### config.mk
export PLATFORM = sky130hd
export DESIGN_NAME = mem_port_arbiter_flat
export DESIGN_NICKNAME = d
export VERILOG_FILES = /design/src/rtl/mem_port_arbiter_pkg.sv /design/src/rtl/mem_port_arbiter_if.sv /design/src/rtl/mem_port_arbiter.sv /design/src/flat_wrapper.sv
export SDC_FILE = /design/constraint.sdc
export NUM_CORES = 1
export LEC_CHECK = 0
export ABC_AREA = 1
export BUFFER_PORTS_ARGS = -buffer_cell sky130_fd_sc_hd__buf_2
export CAP_MARGIN = 0
export CORE_ASPECT_RATIO = 2
export CORE_MARGIN = 2
export CORE_UTILIZATION = 47
export DETAILED_ROUTE_END_ITERATION = 10
export GPL_ROUTABILITY_DRIVEN = 1
export PLACE_DENSITY_LB_ADDON = 0.08
export SYNTH_ARGS = -nofsm -noshare
export SYNTH_HDL_FRONTEND = slang
export SYNTH_SLANG_ARGS = --single-unit
### constraint.sdc
create_clock -name clock -period 3.53 [get_ports clock]
set_input_delay 0.353 -clock clock [delete_from_list [all_inputs] [get_ports clock]]
set_output_delay 0.353 -clock clock [all_outputs]
set_load 0.01 [all_outputs]
### src/rtl/mem_port_arbiter_pkg.sv
// Shared types for the unified memory port arbiter: FSM states, transaction owner,
// bus widths and the saturating starvation-counter step.
package mem_port_arbiter_pkg;

   localparam int unsigned ADDR_W   = 32;
   localparam int unsigned DATA_W   = 32;
   localparam int unsigned BE_W     = 4;
   localparam int unsigned STARVE_W = 4;

   typedef enum logic [1:0] {
      ARB_IDLE,
      ARB_WAIT_GNT,
      ARB_WAIT_RVALID
   } arb_state_e;

   typedef enum logic {
      OWNER_IF,
      OWNER_LSU
   } mem_owner_e;

   function automatic logic [STARVE_W-1:0] starve_inc(input logic [STARVE_W-1:0] cnt);
      return (cnt == {STARVE_W{1'b1}}) ? cnt : cnt + 1'b1;
   endfunction

endpackage

### src/rtl/mem_port_arbiter_if.sv
// Fetch, LSU and memory-side handshake bundle of the memory port arbiter.
// The arbiter uses the master view; the surrounding core/memory uses the slave view.
interface mem_port_arbiter_if;
   import mem_port_arbiter_pkg::*;

   logic              if_req_ip;
   logic [ADDR_W-1:0] if_addr_ip;
   logic              if_gnt_op;
   logic              if_rvalid_op;
   logic [DATA_W-1:0] if_rdata_op;

   logic              lsu_req_ip;
   logic              lsu_we_ip;
   logic [BE_W-1:0]   lsu_be_ip;
   logic [ADDR_W-1:0] lsu_addr_ip;
   logic [DATA_W-1:0] lsu_wdata_ip;
   logic              lsu_gnt_op;
   logic              lsu_rvalid_op;
   logic [DATA_W-1:0] lsu_rdata_op;

   logic              flush_ip;

   logic              mem_req_op;
   logic              mem_we_op;
   logic [BE_W-1:0]   mem_be_op;
   logic [ADDR_W-1:0] mem_addr_op;
   logic [DATA_W-1:0] mem_wdata_op;
   logic              mem_gnt_ip;
   logic              mem_rvalid_ip;
   logic [DATA_W-1:0] mem_rdata_ip;

   logic              busy_op;

   modport master (
      input  if_req_ip, if_addr_ip,
      input  lsu_req_ip, lsu_we_ip, lsu_be_ip, lsu_addr_ip, lsu_wdata_ip,
      input  flush_ip, mem_gnt_ip, mem_rvalid_ip, mem_rdata_ip,
      output if_gnt_op, if_rvalid_op, if_rdata_op,
      output lsu_gnt_op, lsu_rvalid_op, lsu_rdata_op,
      output mem_req_op, mem_we_op, mem_be_op, mem_addr_op, mem_wdata_op,
      output busy_op
   );

   modport slave (
      output if_req_ip, if_addr_ip,
      output lsu_req_ip, lsu_we_ip, lsu_be_ip, lsu_addr_ip, lsu_wdata_ip,
      output flush_ip, mem_gnt_ip, mem_rvalid_ip, mem_rdata_ip,
      input  if_gnt_op, if_rvalid_op, if_rdata_op,
      input  lsu_gnt_op, lsu_rvalid_op, lsu_rdata_op,
      input  mem_req_op, mem_we_op, mem_be_op, mem_addr_op, mem_wdata_op,
      input  busy_op
   );

endinterface

### src/rtl/mem_port_arbiter.sv
// Serialises Fetch and LSU onto the single memory port, one transaction in flight,
// LSU-priority with a starvation override for Fetch and flush-driven fetch drop.
module mem_port_arbiter
   import mem_port_arbiter_pkg::*;
#(
   parameter int unsigned STARVE_LIMIT = 4
) (
   input logic               clock,
   input logic               reset,
   mem_port_arbiter_if.master bus
);

   localparam logic [STARVE_W-1:0] STARVE_LIMIT_C = STARVE_W'(STARVE_LIMIT);

   arb_state_e          state, state_nxt;
   mem_owner_e          owner;
   logic                drop;
   logic [STARVE_W-1:0] starve_cnt;
   logic                if_gnt, lsu_gnt, if_eff, starved;

   logic                mem_req, mem_we;
   logic [BE_W-1:0]     mem_be;
   logic [ADDR_W-1:0]   mem_addr;
   logic [DATA_W-1:0]   mem_wdata;
   logic                if_rvalid, lsu_rvalid;
   logic [DATA_W-1:0]   if_rdata, lsu_rdata;

   // A flushing Fetch is treated as absent, so the LSU can still win that cycle.
   always_comb begin
      state_nxt = state;
      if_gnt    = 1'b0;
      lsu_gnt   = 1'b0;
      if_eff    = bus.if_req_ip && !bus.flush_ip;
      starved   = if_eff && (starve_cnt >= STARVE_LIMIT_C);
      case (state)
         ARB_IDLE: begin
            if (reset) begin
               if (bus.lsu_req_ip && !starved) lsu_gnt = 1'b1;
               else if (if_eff)                if_gnt  = 1'b1;
               if (lsu_gnt || if_gnt) state_nxt = ARB_WAIT_GNT;
            end
         end
         ARB_WAIT_GNT:    if (bus.mem_gnt_ip)    state_nxt = ARB_WAIT_RVALID;
         ARB_WAIT_RVALID: if (bus.mem_rvalid_ip) state_nxt = ARB_IDLE;
         default:                                state_nxt = ARB_IDLE;
      endcase
   end

   always_ff @(posedge clock or negedge reset) begin
      if (!reset) begin
         state      <= ARB_IDLE;
         owner      <= OWNER_IF;
         drop       <= 1'b0;
         starve_cnt <= '0;
         mem_req    <= 1'b0;
         mem_we     <= 1'b0;
         mem_be     <= '0;
         mem_addr   <= '0;
         mem_wdata  <= '0;
         if_rvalid  <= 1'b0;
         lsu_rvalid <= 1'b0;
         if_rdata   <= '0;
         lsu_rdata  <= '0;
      end else begin
         state      <= state_nxt;
         if_rvalid  <= 1'b0;
         lsu_rvalid <= 1'b0;
         case (state)
            ARB_IDLE: begin
               if (lsu_gnt) begin
                  owner     <= OWNER_LSU;
                  mem_req   <= 1'b1;
                  mem_we    <= bus.lsu_we_ip;
                  mem_be    <= bus.lsu_be_ip;
                  mem_addr  <= bus.lsu_addr_ip;
                  mem_wdata <= bus.lsu_wdata_ip;
                  drop      <= 1'b0;
                  if (bus.if_req_ip) starve_cnt <= starve_inc(starve_cnt);
               end else if (if_gnt) begin
                  owner      <= OWNER_IF;
                  mem_req    <= 1'b1;
                  mem_we     <= 1'b0;
                  mem_be     <= {BE_W{1'b1}};
                  mem_addr   <= bus.if_addr_ip;
                  mem_wdata  <= '0;
                  drop       <= 1'b0;
                  starve_cnt <= '0;
               end
            end
            ARB_WAIT_GNT: begin
               if (bus.mem_gnt_ip) mem_req <= 1'b0;
               if (owner == OWNER_IF && bus.flush_ip) drop <= 1'b1;
            end
            ARB_WAIT_RVALID: begin
               if (bus.mem_rvalid_ip) begin
                  drop <= 1'b0;
                  if (owner == OWNER_LSU) begin
                     lsu_rvalid <= 1'b1;
                     lsu_rdata  <= bus.mem_rdata_ip;
                  end else if (!(drop || bus.flush_ip)) begin
                     if_rvalid <= 1'b1;
                     if_rdata  <= bus.mem_rdata_ip;
                  end
               end else if (owner == OWNER_IF && bus.flush_ip) begin
                  drop <= 1'b1;
               end
            end
            default: ;
         endcase
      end
   end

   assign bus.if_gnt_op     = if_gnt;
   assign bus.lsu_gnt_op    = lsu_gnt;
   assign bus.if_rvalid_op  = if_rvalid;
   assign bus.if_rdata_op   = if_rdata;
   assign bus.lsu_rvalid_op = lsu_rvalid;
   assign bus.lsu_rdata_op  = lsu_rdata;
   assign bus.mem_req_op    = mem_req;
   assign bus.mem_we_op     = mem_we;
   assign bus.mem_be_op     = mem_be;
   assign bus.mem_addr_op   = mem_addr;
   assign bus.mem_wdata_op  = mem_wdata;
   assign bus.busy_op       = (state != ARB_IDLE);

endmodule

### src/flat_wrapper.sv
// flat-port wrapper written by rule: the top's interface ports become plain ports
module mem_port_arbiter_flat import mem_port_arbiter_pkg::*;
#(
   parameter int unsigned STARVE_LIMIT = 4
)
  (clock, reset, bus_if_req_ip, bus_if_addr_ip, bus_lsu_req_ip, bus_lsu_we_ip, bus_lsu_be_ip, bus_lsu_addr_ip, bus_lsu_wdata_ip, bus_flush_ip, bus_mem_gnt_ip, bus_mem_rvalid_ip, bus_mem_rdata_ip, bus_if_gnt_op, bus_if_rvalid_op, bus_if_rdata_op, bus_lsu_gnt_op, bus_lsu_rvalid_op, bus_lsu_rdata_op, bus_mem_req_op, bus_mem_we_op, bus_mem_be_op, bus_mem_addr_op, bus_mem_wdata_op, bus_busy_op);
  mem_port_arbiter_if bus_i ();
  input logic clock;
  input logic reset;
  input wire logic [$bits(bus_i.if_req_ip)-1:0] bus_if_req_ip;
  input wire logic [$bits(bus_i.if_addr_ip)-1:0] bus_if_addr_ip;
  input wire logic [$bits(bus_i.lsu_req_ip)-1:0] bus_lsu_req_ip;
  input wire logic [$bits(bus_i.lsu_we_ip)-1:0] bus_lsu_we_ip;
  input wire logic [$bits(bus_i.lsu_be_ip)-1:0] bus_lsu_be_ip;
  input wire logic [$bits(bus_i.lsu_addr_ip)-1:0] bus_lsu_addr_ip;
  input wire logic [$bits(bus_i.lsu_wdata_ip)-1:0] bus_lsu_wdata_ip;
  input wire logic [$bits(bus_i.flush_ip)-1:0] bus_flush_ip;
  input wire logic [$bits(bus_i.mem_gnt_ip)-1:0] bus_mem_gnt_ip;
  input wire logic [$bits(bus_i.mem_rvalid_ip)-1:0] bus_mem_rvalid_ip;
  input wire logic [$bits(bus_i.mem_rdata_ip)-1:0] bus_mem_rdata_ip;
  output wire logic [$bits(bus_i.if_gnt_op)-1:0] bus_if_gnt_op;
  output wire logic [$bits(bus_i.if_rvalid_op)-1:0] bus_if_rvalid_op;
  output wire logic [$bits(bus_i.if_rdata_op)-1:0] bus_if_rdata_op;
  output wire logic [$bits(bus_i.lsu_gnt_op)-1:0] bus_lsu_gnt_op;
  output wire logic [$bits(bus_i.lsu_rvalid_op)-1:0] bus_lsu_rvalid_op;
  output wire logic [$bits(bus_i.lsu_rdata_op)-1:0] bus_lsu_rdata_op;
  output wire logic [$bits(bus_i.mem_req_op)-1:0] bus_mem_req_op;
  output wire logic [$bits(bus_i.mem_we_op)-1:0] bus_mem_we_op;
  output wire logic [$bits(bus_i.mem_be_op)-1:0] bus_mem_be_op;
  output wire logic [$bits(bus_i.mem_addr_op)-1:0] bus_mem_addr_op;
  output wire logic [$bits(bus_i.mem_wdata_op)-1:0] bus_mem_wdata_op;
  output wire logic [$bits(bus_i.busy_op)-1:0] bus_busy_op;
  assign bus_i.if_req_ip = bus_if_req_ip;
  assign bus_i.if_addr_ip = bus_if_addr_ip;
  assign bus_i.lsu_req_ip = bus_lsu_req_ip;
  assign bus_i.lsu_we_ip = bus_lsu_we_ip;
  assign bus_i.lsu_be_ip = bus_lsu_be_ip;
  assign bus_i.lsu_addr_ip = bus_lsu_addr_ip;
  assign bus_i.lsu_wdata_ip = bus_lsu_wdata_ip;
  assign bus_i.flush_ip = bus_flush_ip;
  assign bus_i.mem_gnt_ip = bus_mem_gnt_ip;
  assign bus_i.mem_rvalid_ip = bus_mem_rvalid_ip;
  assign bus_i.mem_rdata_ip = bus_mem_rdata_ip;
  assign bus_if_gnt_op = bus_i.if_gnt_op;
  assign bus_if_rvalid_op = bus_i.if_rvalid_op;
  assign bus_if_rdata_op = bus_i.if_rdata_op;
  assign bus_lsu_gnt_op = bus_i.lsu_gnt_op;
  assign bus_lsu_rvalid_op = bus_i.lsu_rvalid_op;
  assign bus_lsu_rdata_op = bus_i.lsu_rdata_op;
  assign bus_mem_req_op = bus_i.mem_req_op;
  assign bus_mem_we_op = bus_i.mem_we_op;
  assign bus_mem_be_op = bus_i.mem_be_op;
  assign bus_mem_addr_op = bus_i.mem_addr_op;
  assign bus_mem_wdata_op = bus_i.mem_wdata_op;
  assign bus_busy_op = bus_i.busy_op;
  mem_port_arbiter #(.STARVE_LIMIT(STARVE_LIMIT)) u_core (.clock(clock), .reset(reset), .bus(bus_i));
endmodule
Word-level counts from Yosys, hierarchy flattened --
Cells that the tools add are included.
Word-level totals: register bits 144, output and inout port bits 139, word-level logic and storage cells 91
Operators by class: $add $sub $neg 1, $lt $le $gt $ge 1, equality and inequality tests 10, multiplexer cells 44, bitwise operators 2, reductions and logical operators 20
Operators with widths (count):
- 2-to-1 mux 32 bit | 4
- 2-to-1 mux 1 bit | 27
- 2-to-1 mux 4 bit | 6
- AND reduction 4 bit | 3
- != test 2 bit (second input constant) | 5
- 2-to-1 mux 2 bit | 4
- case mux 2 bit (3 select lines) | 1
- AND reduction 3 bit | 2
- nonzero test 2 bit | 3
- adder 4 x 1 -> 4 bit (second input constant) | 1
- == test 4 bit (second input constant) | 1
- >= comparator 4 x 3 -> 1 bit (second input constant) | 1
- logical AND 1 bit | 4
- AND reduction 2 bit | 2
- != test 3 bit (second input constant) | 1
- case mux 1 bit (3 select lines) | 1
- nonzero test 3 bit | 1
- == test 2 x 1 -> 1 bit (second input constant) | 1
- == test 2 bit (second input constant) | 1
- logical NOT 1 bit | 2
- logical NOT 2 bit | 1
- logical OR 1 bit | 2
- != test 2 x 1 -> 1 bit (second input constant) | 1
- inverter 1 bit | 2
- case mux 1 bit (2 select lines) | 1

Depth between registers and ports, before layout --
word-level depth 13, gate-level depth with buffers 10, depth with buffers taken out 9

Worst setup path before layout --
OpenSTA, ideal clock, no wires.
kind register to output, start reg u_core.state[0], end out bus_lsu_gnt_op, data arrival time 1365 ps, slack 1812 ps, cell stages (with the launch flop) 9, path through dfrtp_1 inv_1 ha_1 nand2_1 inv_2 nand3_4 inv_2 buf_6 buf_4
Between the ends: word-level cells in the longest chain between the ends 2
RTL lines:
- start, declared | line mem_port_arbiter.sv:15 | arb_state_e state, state_nxt;
- start signal, assigned | line mem_port_arbiter.sv:65 | state <= state_nxt;
- logical NOT 2 bit | line mem_port_arbiter.sv:35 | case (state)
- 2-to-1 mux 1 bit | line mem_port_arbiter.sv:35
- end, declared | line flat_wrapper.sv:24 | output wire logic [$bits(bus_i.lsu_gnt_op)-1:0] bus_lsu_gnt_op;
Every way passes these cells.

Final worst setup path --
start in reset, end out bus_lsu_gnt_op
Between the ends: word-level cells in the longest chain between the ends 2
RTL lines:
- start, declared | line flat_wrapper.sv:9 | input logic reset;
- 2-to-1 mux 1 bit | line mem_port_arbiter.sv:37 | if (reset) begin
- 2-to-1 mux 1 bit | line mem_port_arbiter.sv:35
Every way passes these cells.

==> results.txt <==
- Compound-Gate Fraction of Synth Area: 0.172
- 0 antenna diodes ended up in the layout.
- Synthesis produced a netlist with a net count of 742.
- Excluding fillers, the count of instances in the completed layout stands at ~1.0k.
- The worst path meets setup with 0.349 ns of slack.
* Global-route wire length before repair: approximately 25 mm
- Internal power comes to 4.61 mW.
- Area growth from synthesis to final layout: 35.8%
- Along the worst path, the maximum fanout reaches 42.
- Of the total power, the share spent switching nets is 0.358.
* Number of cells on the worst hold path: 2
- The count of final hold-check violations is 0.
- Ports: around 280
- Hold Path Origin: bus_lsu_wdata_ip[22]
* Hold worst-path end: u_core.bus.mem_wdata_op[22]$_DFFE_PN0P_
- Share of the clock period used by the worst path: 0.901
- Cells resized by post-CTS repair: 0
- In this run the number of H-tree levels came out at 4.
* Slew at the pin with the worst max-slew slack: 0.884 ns
- Of the total synthesized cell area, the portion taken by full adders, half adders and majority gates is 0.0130.
- The floorplan step defined a die boundary enclosing 0.0133 mm2.
- Of the post-synthesis cell area, the part taken by muxes is 0.
- In the routed design, unresolved DRC markers number 0.
* Mean instance size in the synthesized netlist: about 9.7 um2
* Sum of overflow across all layers after global routing: 0
- Part of the total power dissipated in combinational logic: 0.343
- Number of distinct library cells after synthesis: 22
- Across all layers, the routed design uses 5200 vias.
* Post-CTS setup buffer count: 0
* Most common library cell in the layout ignoring fill and taps: buf_2
- Crit path launch type: input port
- Placed standard-cell area: ~0.0072 mm2
* Max Clk Rate: 0.314 GHz
* Capture point of the worst reg-to-reg path: u_core.bus.mem_addr_op[24]$_DFFE_PN0P_
* Final critical delay including setup and external delays: 3.18 ns
- STA classifies the critical path endpoint as a primary output.
- Port-buffer cells: 278
- Area used by sequential logic in the layout: 0.00360 mm2
* Via count of the first global-routing pass: 5240
- The worst-case IR drop observed on VDD is 0.509 mV.
- Counting tap cells, the placed design contains a total of 993 instances.
- Effective utilization at floorplan: 0.478
* Detailed router's first-iteration violation count: 294
- TritonCTS built the clock tree.
* Final design utilization: 0.649
* Clock power frac: 0.260
* Data arrival time of the critical path: approximately 2.8 ns
* Worst Path Class, Setup: input port to primary output
- The HPWL after detailed placement is about 11 mm.
- Worst reg2reg startpoint: u_core.state[0]$_DFFE_PN0P_
* Total global routing track utilization: 0.240
- After synthesis, the largest family of logic cells by area is compound AO/OA/AOI/OAI gates.
- The congestion estimate from routability-driven global placement came to 0.876.
- Post-Synthesis Cells: around 600
- Die outline width: 82.5 um
* Clock network latency to the later pin of the worst-skew pair: 0.41 ns
- The setup check on the worst reg-to-reg path leaves a slack of 0.71 ns.
- The flow ran to the end, and the final reports show no timing, DRC or antenna violations.
- Dividing the detail-routed wire length by the instance count gives 15.4 um.
- Measured against its own limit, the worst slew margin works out to 0.410.
- Final hold analysis gives a worst-case slack of 0.155 ns.
* Static leakage: between 4 and 5 nW
* MaxCap Viol Count: 0
* Number of endpoints failing setup at the final stage: 0
- Clock skew on the completed layout was measured at 0.0130 ns.
- Post-synthesis cell type with the largest combined area: dfrtp_1
- Number of antenna violations at the first check in global routing: 0
- At the end of the flow, the number of nets in the layout was slightly above 1k.
- Count of synthesis-stage warnings from yosys: 0
* Cell row count: 57
- Overall power consumption after layout is estimated at 7.18 mW.
- The mapped netlist covers a little under 0.006 mm2.
- TritonCTS created 17 clock buffers.
- Register-to-Register Path Depth: 9
- Top post-synthesis cells by area: dfrtp_1 (62%), nand2_1 (8.2%), o21ai_0 (6.0%), a21oi_1 (5.5%), a22o_1 (5.0%)
- Of the total synthesized cell area, the portion taken by AND, OR, NAND and NOR gates is 0.125.
- Synth Register Bits: ~140
- The share of the Yosys chip area taken by registers is 0.622.
* Number of sinks handled by clock tree synthesis: approximately 140
* Setup repair after global routing missed its margin: false
- Part of the power in registers: 0.397
- Once layout is done, the placed cells without fillers occupy 0.00787 mm2.
- STA puts the critical path data required time at 3.18 ns.
* Worst-case clock buffer depth: 2
- Of the post-synthesis cell area, the dominant cell type holds 0.622.
* Fillers: around 1.1k
- Clock input transition at the sequential cells of the worst setup and hold paths: 0.06 ns
- Of the total synthesized cell area, the portion taken by XOR and XNOR cells is 0.00151.
* Fraction of layout instances using a drive strength above 1: 0.367
- Maximum number of pins on one net before global-route repair: 67
- The tightest min-delay check is of the input port to flop type.
- Number of max-slew violations in the final report: 0
* Pwr per Cell Area: 912 mW/mm2
* Per-cell via count in the routed design: 5.07
* Area of the core: 0.0121 mm2
- For this design the total switching power over the nets is roughly 2.6 mW.
- Count of nets left with antenna violations after detail routing: 0
- In the layout the commonest cells are buf_2 (277), dfrtp_1 (144), nand2_1 (127), o21ai_0 (70), a21oi_1 (64).
* Worst-case setup slack after placement: 0.700 ns
- Multi-input gate area in the final layout: 0.00181 mm2
- In this run the vertical extent of the chip is about 160 um.
* Routed wire length: 15.8 mm
* Fin Setup TNS: 0 ns
- TritonRoute pass-1 iters: 4
- The tree is rooted in a clkbuf_16.
cell usage after synthesis:
library cell	count
nand2_2	1
or2_2	1
buf_4	1
nand3_4	1
a21oi_1	64
inv_2	5
nand4_1	3
inv_1	50
nand2_1	127
buf_6	4
buf_1	2
ha_1	6
xnor2_1	1
dfrtp_1	144
a211oi_1	1
nand3_1	8
nor2_1	42
o21ai_0	70
o22ai_1	5
clkbuf_1	12
a22o_1	33
buf_2	15
power groups by stage:
stage	registers, mW	clock network, mW	logic, mW
6_report	2.85	1.86	2.46
5_1_grt	2.94	1.98	2.75
4_1_cts	2.86	1.90	2.50
3_5_place_dp	2.87	0	2.49
3_3_place_gp	2.85	0	2.41
2_1_floorplan	3.19	0	0.992
how the worst max path moves through the flow:
stage          slack [ns]                        start  depth (start not counted)                                     end
6_report             0.35                        reset                          7                          bus_lsu_gnt_op
5_1_grt              0.16                        reset                          7                          bus_lsu_gnt_op
4_1_cts              0.32                        reset                          7                          bus_lsu_gnt_op
3_5_place_dp         0.70  u_core.state[0]$_DFFE_PN0P_                          9  u_core.bus.mem_addr_op[24]$_DFFE_PN0P_
2_1_floorplan        1.81  u_core.state[0]$_DFFE_PN0P_                          8                          bus_lsu_gnt_op
3_3_place_gp         0.90  u_core.state[0]$_DFFE_PN0P_                          9  u_core.bus.mem_addr_op[30]$_DFFE_PN0P_
state kept, by name, summed over array words and instances (netlist names):
register,count
u_core.bus.if_rdata_op,32
u_core.bus.lsu_rvalid_op,1
u_core.bus.if_rvalid_op,1
u_core.drop,1
u_core.bus.lsu_rdata_op,32
u_core.bus.mem_addr_op,32
u_core.bus.mem_wdata_op,32
u_core.owner,1
u_core.bus.mem_be_op,4
u_core.starve_cnt,4
u_core.bus.mem_req_op,1
u_core.bus.mem_we_op,1
u_core.state,2
cell type report:
cell class,count,share of cell area
Tap cell,147,0.0234
Timing Repair Buffer,285,0.185
Clock inverter,13,0.0224
Clock buffer,19,0.0563
Multi-Input combinational cell,363,0.229
Sequential cell,144,0.458
Inverter,55,0.0262
kinds of logic (layout without fill, tap and decap cells):
family | count (synthesis) | count (layout)
AO/OA/AOI/OAI | 173 | 173
adder cells (fa/ha/maj) | 6 | 6
AND/OR/NAND/NOR | 183 | 183
XOR/XNOR | 1 | 1
flip-flops | 144 | 144
buffers and inverters | 89 | 372
critical path, stage by stage:
cell and delay (ns):
dlygate4sd3_1 0.55, buf_6 0.33, nand2_1 0.15, inv_2 0.12
nand3_4 0.41, inv_2 0.63, buf_2 0.24
layer usage:
metal	routed length (um)	up-vias	global-route usage
met5	0	-	0
met4	447	0	0.101
met3	1200	33	0.0709
met2	8120	209	0.402
met1	6030	2459	0.282
li1	-	2499	-
repair_timing:
item / CTS / global route
setup endpoints to repair: 0 / 0
hold buffers: 1 / 0
endpoints found under the hold margin: 38 / 0
(Power assumes the default switching activity.)
